==> src/rtl/id_operand_stage_pkg.sv <==
// Shared constants and FSM encoding for the ID operand stage.
package id_operand_stage_pkg;

  localparam logic [31:0] ZeroWord    = 32'h0000_0000;
  localparam logic [4:0]  NOPRegAddr  = 5'b00000;
  localparam logic [7:0]  EXE_NOP_OP  = 8'b0000_0000;
  localparam logic [2:0]  EXE_RES_NOP = 3'b000;

  typedef enum logic {
    OPS_RUN  = 1'b0,
    OPS_WAIT = 1'b1
  } ops_state_t;

endpackage

==> src/rtl/id_operand_stage_if.sv <==
// Decoder/forwarding inputs and ID/EX register outputs of the operand stage.
// master = surrounding pipeline, slave = id_operand_stage.
interface id_operand_stage_if #(
  parameter int DW   = 32,
  parameter int RAW  = 5,
  parameter int NFWD = 2,
  parameter int OPW  = 8,
  parameter int SELW = 3
) ();
  logic                  in_valid;
  logic                  rs_read, rt_read;
  logic [RAW-1:0]        rs_addr, rt_addr;
  logic [DW-1:0]         rs_data, rt_data;
  logic [DW-1:0]         imm;
  logic [OPW-1:0]        aluop;
  logic [SELW-1:0]       alusel;
  logic [RAW-1:0]        wd;
  logic                  wreg;
  logic [NFWD-1:0]       fwd_wreg;
  logic [NFWD*RAW-1:0]   fwd_wd;
  logic [NFWD*DW-1:0]    fwd_wdata;
  logic [NFWD-1:0]       fwd_ready;
  logic                  ex_valid;
  logic [OPW-1:0]        ex_aluop;
  logic [SELW-1:0]       ex_alusel;
  logic [DW-1:0]         ex_reg1, ex_reg2;
  logic [RAW-1:0]        ex_wd;
  logic                  ex_wreg;

  modport master (
    output in_valid, rs_read, rt_read, rs_addr, rt_addr, rs_data, rt_data, imm,
           aluop, alusel, wd, wreg, fwd_wreg, fwd_wd, fwd_wdata, fwd_ready,
    input  ex_valid, ex_aluop, ex_alusel, ex_reg1, ex_reg2, ex_wd, ex_wreg
  );

  modport slave (
    input  in_valid, rs_read, rt_read, rs_addr, rt_addr, rs_data, rt_data, imm,
           aluop, alusel, wd, wreg, fwd_wreg, fwd_wd, fwd_wdata, fwd_ready,
    output ex_valid, ex_aluop, ex_alusel, ex_reg1, ex_reg2, ex_wd, ex_wreg
  );
endinterface

==> src/rtl/id_operand_stage_operand_bypass_mux.sv <==
// Resolves one operand: immediate, r0, youngest matching forward source or
// regfile. pending flags a matching source whose result is not ready yet.
module operand_bypass_mux
  import id_operand_stage_pkg::*;
#(
  parameter int DW   = 32,
  parameter int RAW  = 5,
  parameter int NFWD = 2
) (
  input  logic                read,
  input  logic [RAW-1:0]      addr,
  input  logic [DW-1:0]       rdata,
  input  logic [DW-1:0]       imm,
  input  logic [NFWD-1:0]     fwd_wreg,
  input  logic [NFWD*RAW-1:0] fwd_wd,
  input  logic [NFWD*DW-1:0]  fwd_wdata,
  input  logic [NFWD-1:0]     fwd_ready,
  output logic [DW-1:0]       val,
  output logic                pending
);

  // Walk oldest to youngest so the lowest matching index overwrites last.
  always_comb begin
    val     = rdata;
    pending = 1'b0;
    for (int i = NFWD - 1; i >= 0; i--) begin
      if (fwd_wreg[i] && (fwd_wd[i*RAW +: RAW] == addr)) begin
        val     = fwd_wdata[i*DW +: DW];
        pending = ~fwd_ready[i];
      end
    end
    if (!read) begin
      val     = imm;
      pending = 1'b0;
    end else if (addr == RAW'(NOPRegAddr)) begin
      val     = DW'(ZeroWord);
      pending = 1'b0;
    end
  end

endmodule

==> src/rtl/id_operand_stage.sv <==
// Operand resolution + ID/EX register with load-use interlock and a sticky
// interlock timeout. Optional stall counter under OPSTAGE_STALL_CNT_EN.
module id_operand_stage
  import id_operand_stage_pkg::*;
#(
  parameter int DW       = 32,
  parameter int RAW      = 5,
  parameter int NFWD     = 2,
  parameter int OPW      = 8,
  parameter int SELW     = 3,
  parameter int MAX_WAIT = 31
) (
  input  logic               clk,
  input  logic               rst,
  id_operand_stage_if.slave  bus,
  input  logic               stall_i,
  input  logic               flush_i,
  output logic               stall_req,
`ifdef OPSTAGE_STALL_CNT_EN
  input  logic               stall_cnt_clr,
  output logic [31:0]        stall_cnt,
`endif
  output logic               err_timeout
);

  localparam int WCW = $clog2(MAX_WAIT + 1);

  typedef struct packed {
    logic            valid;
    logic [OPW-1:0]  aluop;
    logic [SELW-1:0] alusel;
    logic [DW-1:0]   reg1;
    logic [DW-1:0]   reg2;
    logic [RAW-1:0]  wd;
    logic            wreg;
  } ex_t;

  localparam ex_t EX_BUBBLE = '{
    valid: 1'b0, aluop: OPW'(EXE_NOP_OP), alusel: SELW'(EXE_RES_NOP),
    reg1: DW'(ZeroWord), reg2: DW'(ZeroWord), wd: RAW'(NOPRegAddr), wreg: 1'b0
  };

  logic [DW-1:0]  op1, op2;
  logic           pend1, pend2, hazard;
  ex_t            ex_q;
  ops_state_t     state, state_nxt;
  logic           wait_clr, wait_inc;
  logic [WCW-1:0] wait_cnt;

  operand_bypass_mux #(.DW(DW), .RAW(RAW), .NFWD(NFWD)) u_mux_rs (
    .read(bus.rs_read), .addr(bus.rs_addr), .rdata(bus.rs_data), .imm(bus.imm),
    .fwd_wreg(bus.fwd_wreg), .fwd_wd(bus.fwd_wd), .fwd_wdata(bus.fwd_wdata),
    .fwd_ready(bus.fwd_ready), .val(op1), .pending(pend1)
  );

  operand_bypass_mux #(.DW(DW), .RAW(RAW), .NFWD(NFWD)) u_mux_rt (
    .read(bus.rt_read), .addr(bus.rt_addr), .rdata(bus.rt_data), .imm(bus.imm),
    .fwd_wreg(bus.fwd_wreg), .fwd_wd(bus.fwd_wd), .fwd_wdata(bus.fwd_wdata),
    .fwd_ready(bus.fwd_ready), .val(op2), .pending(pend2)
  );

  assign hazard    = bus.in_valid & (pend1 | pend2);
  assign stall_req = hazard | stall_i;

  // ID/EX register: flush, then hold on stall, then bubble on hazard, else load.
  always_ff @(posedge clk) begin
    if (rst || flush_i || (!stall_i && hazard)) begin
      ex_q <= EX_BUBBLE;
    end else if (!stall_i) begin
      ex_q.valid  <= bus.in_valid;
      ex_q.aluop  <= bus.aluop;
      ex_q.alusel <= bus.alusel;
      ex_q.reg1   <= op1;
      ex_q.reg2   <= op2;
      ex_q.wd     <= bus.wd;
      ex_q.wreg   <= bus.wreg & bus.in_valid;
    end
  end

  assign bus.ex_valid  = ex_q.valid;
  assign bus.ex_aluop  = ex_q.aluop;
  assign bus.ex_alusel = ex_q.alusel;
  assign bus.ex_reg1   = ex_q.reg1;
  assign bus.ex_reg2   = ex_q.reg2;
  assign bus.ex_wd     = ex_q.wd;
  assign bus.ex_wreg   = ex_q.wreg;

  // Interlock FSM state register.
  always_ff @(posedge clk) begin
    if (rst) state <= OPS_RUN;
    else     state <= state_nxt;
  end

  // Enter WAIT on an unmasked hazard, leave when it clears or on flush.
  always_comb begin
    state_nxt = state;
    case (state)
      OPS_RUN:  if (hazard && !flush_i && !stall_i) state_nxt = OPS_WAIT;
      OPS_WAIT: if (!hazard || flush_i)             state_nxt = OPS_RUN;
      default:                                      state_nxt = OPS_RUN;
    endcase
  end

  // Wait counter controls: held at zero in RUN, counts live hazard cycles in WAIT.
  always_comb begin
    wait_clr = (state == OPS_RUN);
    wait_inc = (state == OPS_WAIT) && hazard && !stall_i && !flush_i &&
               (wait_cnt != WCW'(MAX_WAIT));
  end

  // Saturating wait counter and sticky timeout flag.
  always_ff @(posedge clk) begin
    if (rst) begin
      wait_cnt    <= '0;
      err_timeout <= 1'b0;
    end else begin
      if (wait_clr)      wait_cnt <= '0;
      else if (wait_inc) wait_cnt <= wait_cnt + 1'b1;
      if (wait_inc && (wait_cnt == WCW'(MAX_WAIT - 1))) err_timeout <= 1'b1;
    end
  end

`ifdef OPSTAGE_STALL_CNT_EN
  // Free-running count of interlock bubbles; clear beats increment.
  always_ff @(posedge clk) begin
    if (rst || stall_cnt_clr)    stall_cnt <= '0;
    else if (hazard && !stall_i) stall_cnt <= stall_cnt + 32'd1;
  end
`endif

endmodule

==> src/flat_wrapper.sv <==
// flat-port wrapper written by rule: the top's interface ports become plain ports
module id_operand_stage_flat import id_operand_stage_pkg::*;
#(
  parameter int DW       = 32,
  parameter int RAW      = 5,
  parameter int NFWD     = 2,
  parameter int OPW      = 8,
  parameter int SELW     = 3,
  parameter int MAX_WAIT = 31
)
  (clk, rst, stall_i, flush_i, stall_req, err_timeout, bus_in_valid, bus_rs_read, bus_rt_read, bus_rs_addr, bus_rt_addr, bus_rs_data, bus_rt_data, bus_imm, bus_aluop, bus_alusel, bus_wd, bus_wreg, bus_fwd_wreg, bus_fwd_wd, bus_fwd_wdata, bus_fwd_ready, bus_ex_valid, bus_ex_aluop, bus_ex_alusel, bus_ex_reg1, bus_ex_reg2, bus_ex_wd, bus_ex_wreg);
  id_operand_stage_if #(.DW(DW), .RAW(RAW), .NFWD(NFWD), .OPW(OPW), .SELW(SELW)) bus_i ();
  input  logic clk;
  input  logic rst;
  input  logic stall_i;
  input  logic flush_i;
  output logic stall_req;
  output logic err_timeout;
  input wire logic [$bits(bus_i.in_valid)-1:0] bus_in_valid;
  input wire logic [$bits(bus_i.rs_read)-1:0] bus_rs_read;
  input wire logic [$bits(bus_i.rt_read)-1:0] bus_rt_read;
  input wire logic [$bits(bus_i.rs_addr)-1:0] bus_rs_addr;
  input wire logic [$bits(bus_i.rt_addr)-1:0] bus_rt_addr;
  input wire logic [$bits(bus_i.rs_data)-1:0] bus_rs_data;
  input wire logic [$bits(bus_i.rt_data)-1:0] bus_rt_data;
  input wire logic [$bits(bus_i.imm)-1:0] bus_imm;
  input wire logic [$bits(bus_i.aluop)-1:0] bus_aluop;
  input wire logic [$bits(bus_i.alusel)-1:0] bus_alusel;
  input wire logic [$bits(bus_i.wd)-1:0] bus_wd;
  input wire logic [$bits(bus_i.wreg)-1:0] bus_wreg;
  input wire logic [$bits(bus_i.fwd_wreg)-1:0] bus_fwd_wreg;
  input wire logic [$bits(bus_i.fwd_wd)-1:0] bus_fwd_wd;
  input wire logic [$bits(bus_i.fwd_wdata)-1:0] bus_fwd_wdata;
  input wire logic [$bits(bus_i.fwd_ready)-1:0] bus_fwd_ready;
  output wire logic [$bits(bus_i.ex_valid)-1:0] bus_ex_valid;
  output wire logic [$bits(bus_i.ex_aluop)-1:0] bus_ex_aluop;
  output wire logic [$bits(bus_i.ex_alusel)-1:0] bus_ex_alusel;
  output wire logic [$bits(bus_i.ex_reg1)-1:0] bus_ex_reg1;
  output wire logic [$bits(bus_i.ex_reg2)-1:0] bus_ex_reg2;
  output wire logic [$bits(bus_i.ex_wd)-1:0] bus_ex_wd;
  output wire logic [$bits(bus_i.ex_wreg)-1:0] bus_ex_wreg;
  assign bus_i.in_valid = bus_in_valid;
  assign bus_i.rs_read = bus_rs_read;
  assign bus_i.rt_read = bus_rt_read;
  assign bus_i.rs_addr = bus_rs_addr;
  assign bus_i.rt_addr = bus_rt_addr;
  assign bus_i.rs_data = bus_rs_data;
  assign bus_i.rt_data = bus_rt_data;
  assign bus_i.imm = bus_imm;
  assign bus_i.aluop = bus_aluop;
  assign bus_i.alusel = bus_alusel;
  assign bus_i.wd = bus_wd;
  assign bus_i.wreg = bus_wreg;
  assign bus_i.fwd_wreg = bus_fwd_wreg;
  assign bus_i.fwd_wd = bus_fwd_wd;
  assign bus_i.fwd_wdata = bus_fwd_wdata;
  assign bus_i.fwd_ready = bus_fwd_ready;
  assign bus_ex_valid = bus_i.ex_valid;
  assign bus_ex_aluop = bus_i.ex_aluop;
  assign bus_ex_alusel = bus_i.ex_alusel;
  assign bus_ex_reg1 = bus_i.ex_reg1;
  assign bus_ex_reg2 = bus_i.ex_reg2;
  assign bus_ex_wd = bus_i.ex_wd;
  assign bus_ex_wreg = bus_i.ex_wreg;
  id_operand_stage #(.DW(DW), .RAW(RAW), .NFWD(NFWD), .OPW(OPW), .SELW(SELW), .MAX_WAIT(MAX_WAIT)) u_core (.clk(clk), .rst(rst), .bus(bus_i), .stall_i(stall_i), .flush_i(flush_i), .stall_req(stall_req), .err_timeout(err_timeout));
endmodule
==> config.mk <==
export PLATFORM = sky130hd
export DESIGN_NAME = id_operand_stage_flat
export DESIGN_NICKNAME = d
export VERILOG_FILES = /design/src/rtl/id_operand_stage_pkg.sv /design/src/rtl/id_operand_stage_if.sv /design/src/rtl/id_operand_stage_operand_bypass_mux.sv /design/src/rtl/id_operand_stage.sv /design/src/flat_wrapper.sv
export SDC_FILE = /design/constraint.sdc
export NUM_CORES = 1
export LEC_CHECK = 0
export BUFFER_PORTS_ARGS = -buffer_cell sky130_fd_sc_hd__buf_2
export CORE_AREA = 8 8 116 140
export CTS_BUF_LIST = sky130_fd_sc_hd__clkbuf_16
export DETAILED_ROUTE_END_ITERATION = 16
export DIE_AREA = 0 0 124 148
export PLACE_DENSITY = 0.8
export SYNTH_ARGS = -nofsm -noshare
export SYNTH_HDL_FRONTEND = slang
export SYNTH_HIERARCHICAL = 1
export SYNTH_SLANG_ARGS = --single-unit
==> constraint.sdc <==
create_clock -name clk -period 5.39 [get_ports clk]
set_input_delay 1.617 -clock clk [delete_from_list [all_inputs] [get_ports clk]]
set_output_delay 1.617 -clock clk [all_outputs]
set_load 0.005 [all_outputs]
-- Word-level counts from Yosys, hierarchy flattened
Cells that the tools add are included.
- flip-flop bits (word level): 89
- logic and storage cells: 64
- input port bits: 208
- output and inout port bits: 84
- reductions and logical operators: 21
- equality and inequality tests: 6
- mux-type cells: 19
- bitwise logic cells: 7
- add/subtract/negate cells: 1
- operator list (kind ; number):
    32-bit two-way mux ; 8
    5-bit equality test ; 4
    1-bit logical AND ; 12
    5-bit logical NOT ; 2
    1-bit two-way mux ; 10
    5-bit by 1-bit adder with 5-bit output, second input constant ; 1
    5-bit equality test, second input constant ; 1
    5-bit inequality test, second input constant ; 1
    1-bit logical NOT ; 3
    1-bit logical OR ; 3
    1-bit NOT ; 3
    1-bit AND ; 2
    1-bit OR ; 2
    1-bit case mux with 2 select lines ; 1
    2-bit OR reduction ; 1

-- Longest topological paths before layout
- depth after elaboration: 13
- gate-level depth with buffers: 10
- gate-level depth less buffers: 8

-- Cells and area by module
The synthesis kept the hierarchy.
- by module, submodules not included (module ; times used ; area an instance (um2) ; seq. area each (um2) ; cells an instance):
    id_operand_stage ; 1 ; 3216.8 ; 1781.7 ; 309
    operand_bypass_mux ; 2 ; 1470.2 ; 0.0 ; 206

-- Least setup slack after synthesis
OpenSTA, ideal clock, no wires.
- path type: input -> output
- from: in bus_rt_addr[1]
- to: out stall_req
- required time: 3773 ps
- stages: 8
- arrival: 3170 ps
- slack: 603 ps
- path buffers: 1
- cells stage by stage: xor2_1 nor4_4 nand3_4 buf_6 nor3_1 o21a_1 o21ai_1 nand2_1
- word-level cells in the longest chain between the ends: 9
- elaborated cells on any way between the ends: 12
- those cells by class: 2 x eq/ne; 4 x mux; 3 x bitwise; 3 x reduce/logical
- RTL lines (what ; line ; source):
    start, declared ; flat_wrapper.sv:23 ; input wire logic [$bits(bus_i.rt_addr)-1:0] bus_rt_addr;
    5-bit equality test ; id_operand_stage_operand_bypass_mux.sv:27 ; if (fwd_wreg[i] && (fwd_wd[i*RAW +: RAW] == addr)) begin
    1-bit logical AND ; id_operand_stage_operand_bypass_mux.sv:27 ;
    1-bit two-way mux (2 in a row) ; id_operand_stage_operand_bypass_mux.sv:27 ;
    1-bit two-way mux (*) ; id_operand_stage_operand_bypass_mux.sv:35 ; end else if (addr == RAW'(NOPRegAddr)) begin
    1-bit two-way mux (*) ; id_operand_stage_operand_bypass_mux.sv:32 ; if (!read) begin
    via u_core.pend2 ; id_operand_stage.sv:44 ; logic pend1, pend2, hazard;
    1-bit OR (*) ; id_operand_stage.sv:62 ; assign hazard = bus.in_valid & (pend1 | pend2);
    1-bit AND (*) ; id_operand_stage.sv:62 ;
    1-bit OR (*) ; id_operand_stage.sv:63 ; assign stall_req = hazard | stall_i;
    end, declared ; flat_wrapper.sv:17 ; output logic stall_req;
The timed path passes the listed nets; every way through them passes the cells marked *.

-- Worst setup path after layout
- from: in bus_rs_addr[2]
- to: out stall_req
- word-level cells in the longest chain between the ends: 9
- elaborated cells on any way between the ends: 12
- those cells by class: 2 x eq/ne; 4 x mux; 3 x bitwise; 3 x reduce/logical
- RTL lines (what ; line ; source):
    start, declared ; flat_wrapper.sv:22 ; input wire logic [$bits(bus_i.rs_addr)-1:0] bus_rs_addr;
    5-bit equality test ; id_operand_stage_operand_bypass_mux.sv:27 ;
    1-bit logical AND ; id_operand_stage_operand_bypass_mux.sv:27 ;
    1-bit two-way mux (2 in a row) ; id_operand_stage_operand_bypass_mux.sv:27 ;
    1-bit two-way mux (*) ; id_operand_stage_operand_bypass_mux.sv:35 ;
    1-bit two-way mux (*) ; id_operand_stage_operand_bypass_mux.sv:32 ;
    via u_core.pend1 ; id_operand_stage.sv:44 ;
    1-bit OR (*) ; id_operand_stage.sv:62 ;
    1-bit AND (*) ; id_operand_stage.sv:62 ;
    1-bit OR (*) ; id_operand_stage.sv:63 ;
Marks and branches as above.

==> run_results.csv <==
group,metric,value,unit
routing,route.detailed.drc,0,
routing,detailroute.via_count,6976,
routing,viasPerCell,6.035,
critical_path,timing.critical_path.cells,"buf_2 -> or4_1 -> o21a_1 -> o21a_1 -> o21ai_1 -> nand2_1 -> buf_2",
floorplanning,die-width,124,µm
critical_path,crit_slowest_cell,"sky130_fd_sc_hd__or4_1",
synthesis,synth.avg_cell_area,8.540,µm²
final_layout,layout.filler_cells,1324,
clocking,clock_transition_time_at_the_flip_flop_clock_pins_of_the_worst_setup_and_hold_paths,0.06,ns
critical_path,worstSetupEndpointType,"primary output",
global_routing,overflow,0,
synthesis,synth_warnings,6,
floorplanning,core.rowCount,48,
clocking,cts_stage_hold_buffer_count,0,
timing,post-route-period-util,0.8892,
routing,drt_pre_antenna_iters,5,
synthesis,synth_edf_count,0,
timing,slew_violations,0,
final_layout,area_delta_synth_final,29.00,%
place,place.detailed.hpwl,18480,µm
place,placed_cells_incl_taps,1138,
clocking,clock_path_buffers,2,
final_layout,stdcell_area,7943,µm²
timing,finalSetupViolCount,0,
global_routing,gr-usage-all-layers,0.2718,
place,port_buffer_cells,291,
hold_path,min-delay-path-class,"register to register",
place,placedInstanceArea,7642,µm²
clocking,post-cts-setup-buffers,0,
global_routing,grt_start_max_net_pins,53,
clocking,htree_levels,3,
clocking,worstSkewPairLatency,0.33,ns
routing,drt_iter0_drc,528,
final_layout,finish.net_count,1185,
synthesis,mappedNetlistNets,932,
final_layout,ratio_of_cells_with_drive_above_1_in_the_final_layout,0.4014,
hold_path,worst_hold_path.num_cells,2,
clocking,clk_root_buffer_cell,"sky130_fd_sc_hd__clkbuf_16",
critical_path,worst_path_largest_cell_delay,0.55,ns
clocking,cts-buffers-inserted,9,
clocking,resized_cells_post_cts,0,
timing,max_slew_margin,0.3926,
timing,rsz_0062_raised_after_global_routing,"false",
timing,worst-slew-pin-transition,0.9111,ns
floorplanning,io_pins,292,
timing,worst_clock_skew,0.005997,ns
final_layout,final_cell_count_without_fillers,1156,
clocking,cts.sink_count,89,
final_layout,postLayoutCoreUtil,0.5652,
global_routing,grt_pass1_vias,7222,
synthesis,postSynthRegisterBits,89,
routing,wire_per_inst,22.57,µm
floorplanning,fp.dieArea,18350,µm²
pwr,total_chip_power,1.777,mW
floorplanning,initial_standard_cell_utilization_of_the_core,0.4381,
global_routing,grt_pass1_wl,38550,µm
synthesis,ys_async_sr_fraction,0,
run,max_cap_viol,0,
pwr,power_density,223.7,nW/µm²
critical_path,crit_required,3.77,ns
global_routing,antenna_violations_before_repair,2,
timing,maximum_clock_frequency,208.7,MHz
synthesis,synth_cell_types,34,
timing,post-route-min-period,4.793,ns
synthesis,postSynth.topFlopCell,"sky130_fd_sc_hd__dfxtp_1",
timing,setup_tns,0,ns
floorplanning,core_region_area,14050,µm²
critical_path,critPathLaunchType,"primary input",
place,weighted_congestion_at_the_end_of_routability_driven_global_placement,0.9053,
routing,wl,26090,µm
critical_path,critical_path_peak_fanout,3,
critical_path,worst-setup-path-type,"primary input to primary output",
synthesis,netlist_area,6157,µm²
floorplanning,die_height,148,µm
pwr,total_leakage_power,3.964,nW
run_status,status,"finished, final reports clean",
pwr,irDropWorstVdd,0.1501,mV
clocking,tritoncts,"built",
synthesis,seq_area_frac_synth,0.2894,
critical_path,reg2regPathDepth,6,
synthesis,postSynthCellCount,721,
timing,timing_hold_violations_final,0,
critical_path,crit_arrival,3.18,ns
routing,final_antenna_net_count,0,
-- cell usage after synthesis (5+ instances only) --
master / number / share of area
sky130_fd_sc_hd__xnor2_1: 12 / 0.017
sky130_fd_sc_hd__o21ai_0: 67 / 0.054
sky130_fd_sc_hd__and3_1: 65 / 0.066
sky130_fd_sc_hd__buf_2: 13 / 0.011
sky130_fd_sc_hd__o22ai_1: 64 / 0.065
sky130_fd_sc_hd__xor2_1: 8 / 0.011
sky130_fd_sc_hd__nand2_1: 5 / 0.0030
sky130_fd_sc_hd__a221oi_2: 58 / 0.14
sky130_fd_sc_hd__a221oi_1: 6 / 0.0085
sky130_fd_sc_hd__clkbuf_8: 6 / 0.013
sky130_fd_sc_hd__clkbuf_1: 43 / 0.026
sky130_fd_sc_hd__mux2i_1: 80 / 0.13
sky130_fd_sc_hd__dfxtp_1: 89 / 0.29
sky130_fd_sc_hd__nor2_1: 88 / 0.054
sky130_fd_sc_hd__a21oi_1: 7 / 0.0057
sky130_fd_sc_hd__o21a_1: 5 / 0.0061
sky130_fd_sc_hd__buf_6: 6 / 0.011
sky130_fd_sc_hd__inv_1: 67 / 0.041
-- cell families (layout without fill, tap and decap cells) --
kind of cell	Yosys count	in the layout	share of synthesized area
fa+ha+maj	3	3	0.006097
simple gates	181	181	0.1563
flops	89	89	0.2894
buf+inv	135	393	0.1020
compound gates	213	213	0.2877
mux	80	80	0.1301
other cells	0	2	0
xor+xnor	20	20	0.02845
-- sequential cells by signal, indices dropped and copies added (netlist names), 3 cells and up --
register	cells
u_core/wait_cnt	5
u_core/bus.ex_reg2	32
u_core/bus.ex_aluop	8
u_core/bus.ex_reg1	32
u_core/bus.ex_wd	5
u_core/bus.ex_alusel	3
-- placed cells by master (no fill, tap or decap), types with 9 or more instances in the layout --
cell / instances
sky130_fd_sc_hd__and3_1: 65
sky130_fd_sc_hd__mux2i_1: 80
sky130_fd_sc_hd__dfxtp_1: 89
sky130_fd_sc_hd__o21ai_0: 67
sky130_fd_sc_hd__buf_2: 290
sky130_fd_sc_hd__buf_4: 20
sky130_fd_sc_hd__a221oi_2: 58
sky130_fd_sc_hd__nor2_1: 86
sky130_fd_sc_hd__inv_1: 67
sky130_fd_sc_hd__o22ai_1: 64
sky130_fd_sc_hd__clkbuf_16: 9
sky130_fd_sc_hd__xnor2_1: 10
-- routing by layer --
layer / routed length (µm) / up-vias / global-route usage / part of all wire
met5: 0 / - / 0 / 0
met4: 1531 / 0 / 0.1759 / 0.059
met3: 3085 / 104 / 0.07290 / 0.12
met2: 12310 / 525 / 0.4406 / 0.47
met1: 9158 / 3196 / 0.3055 / 0.35
li1: - / 3151 / - / -
-- worst max-delay path: cells and delay by family --
family          cells  cell delay, ns
compound gates      3            0.64
simple gates        2            0.65
buf+inv             2            0.27
-- layout make-up --
cell class / instances / area, µm² / area share
Antenna cell: 2 / 5.005 / 0.0006301
Multi-Input combinational cell: 497 / 3789 / 0.4770
Tap cell: 175 / 219.0 / 0.02757
Timing Repair Buffer: 310 / 1602 / 0.2016
Clock buffer: 9 / 225.2 / 0.02836
Clock inverter: 7 / 70.07 / 0.008822
Inverter: 67 / 251.5 / 0.03166
Sequential cell: 89 / 1782 / 0.2243
-- per-stage QoR --
stage	worst slack, ns	hold WS [ns]
after floorplan	0.6026	0.4564
after global placement	0.5946	0.4478
after detailed placement	0.5866	0.4662
after CTS	0.5838	0.4768
after global routing	0.4841	0.5036
final	0.5975	0.4743
-- path summary, 6_finish.rpt --
kind / start / to / slack [ns]
min reg2reg: u_core/bus.ex_wreg / u_core/bus.ex_wreg / 0.47
min: u_core/bus.ex_wreg / u_core/bus.ex_wreg / 0.47
max: bus_rs_addr[2] / stall_req / 0.60
max reg2reg: u_core/wait_cnt[0] / u_core/wait_cnt[3] / 3.23
-- report_power, final --
| part | total [mW] | switching, mW | leakage [nW] | internal (mW) |
|---|---|---|---|---|
| registers | 0.690 | 0.0113 | 0.724 | 0.679 |
| logic | 0.443 | 0.245 | 3.10 | 0.197 |
| clock network | 0.645 | 0.285 | 0.136 | 0.359 |
| total | 1.78 | 0.542 | 3.96 | 1.24 |
(Power assumes the default switching activity.)
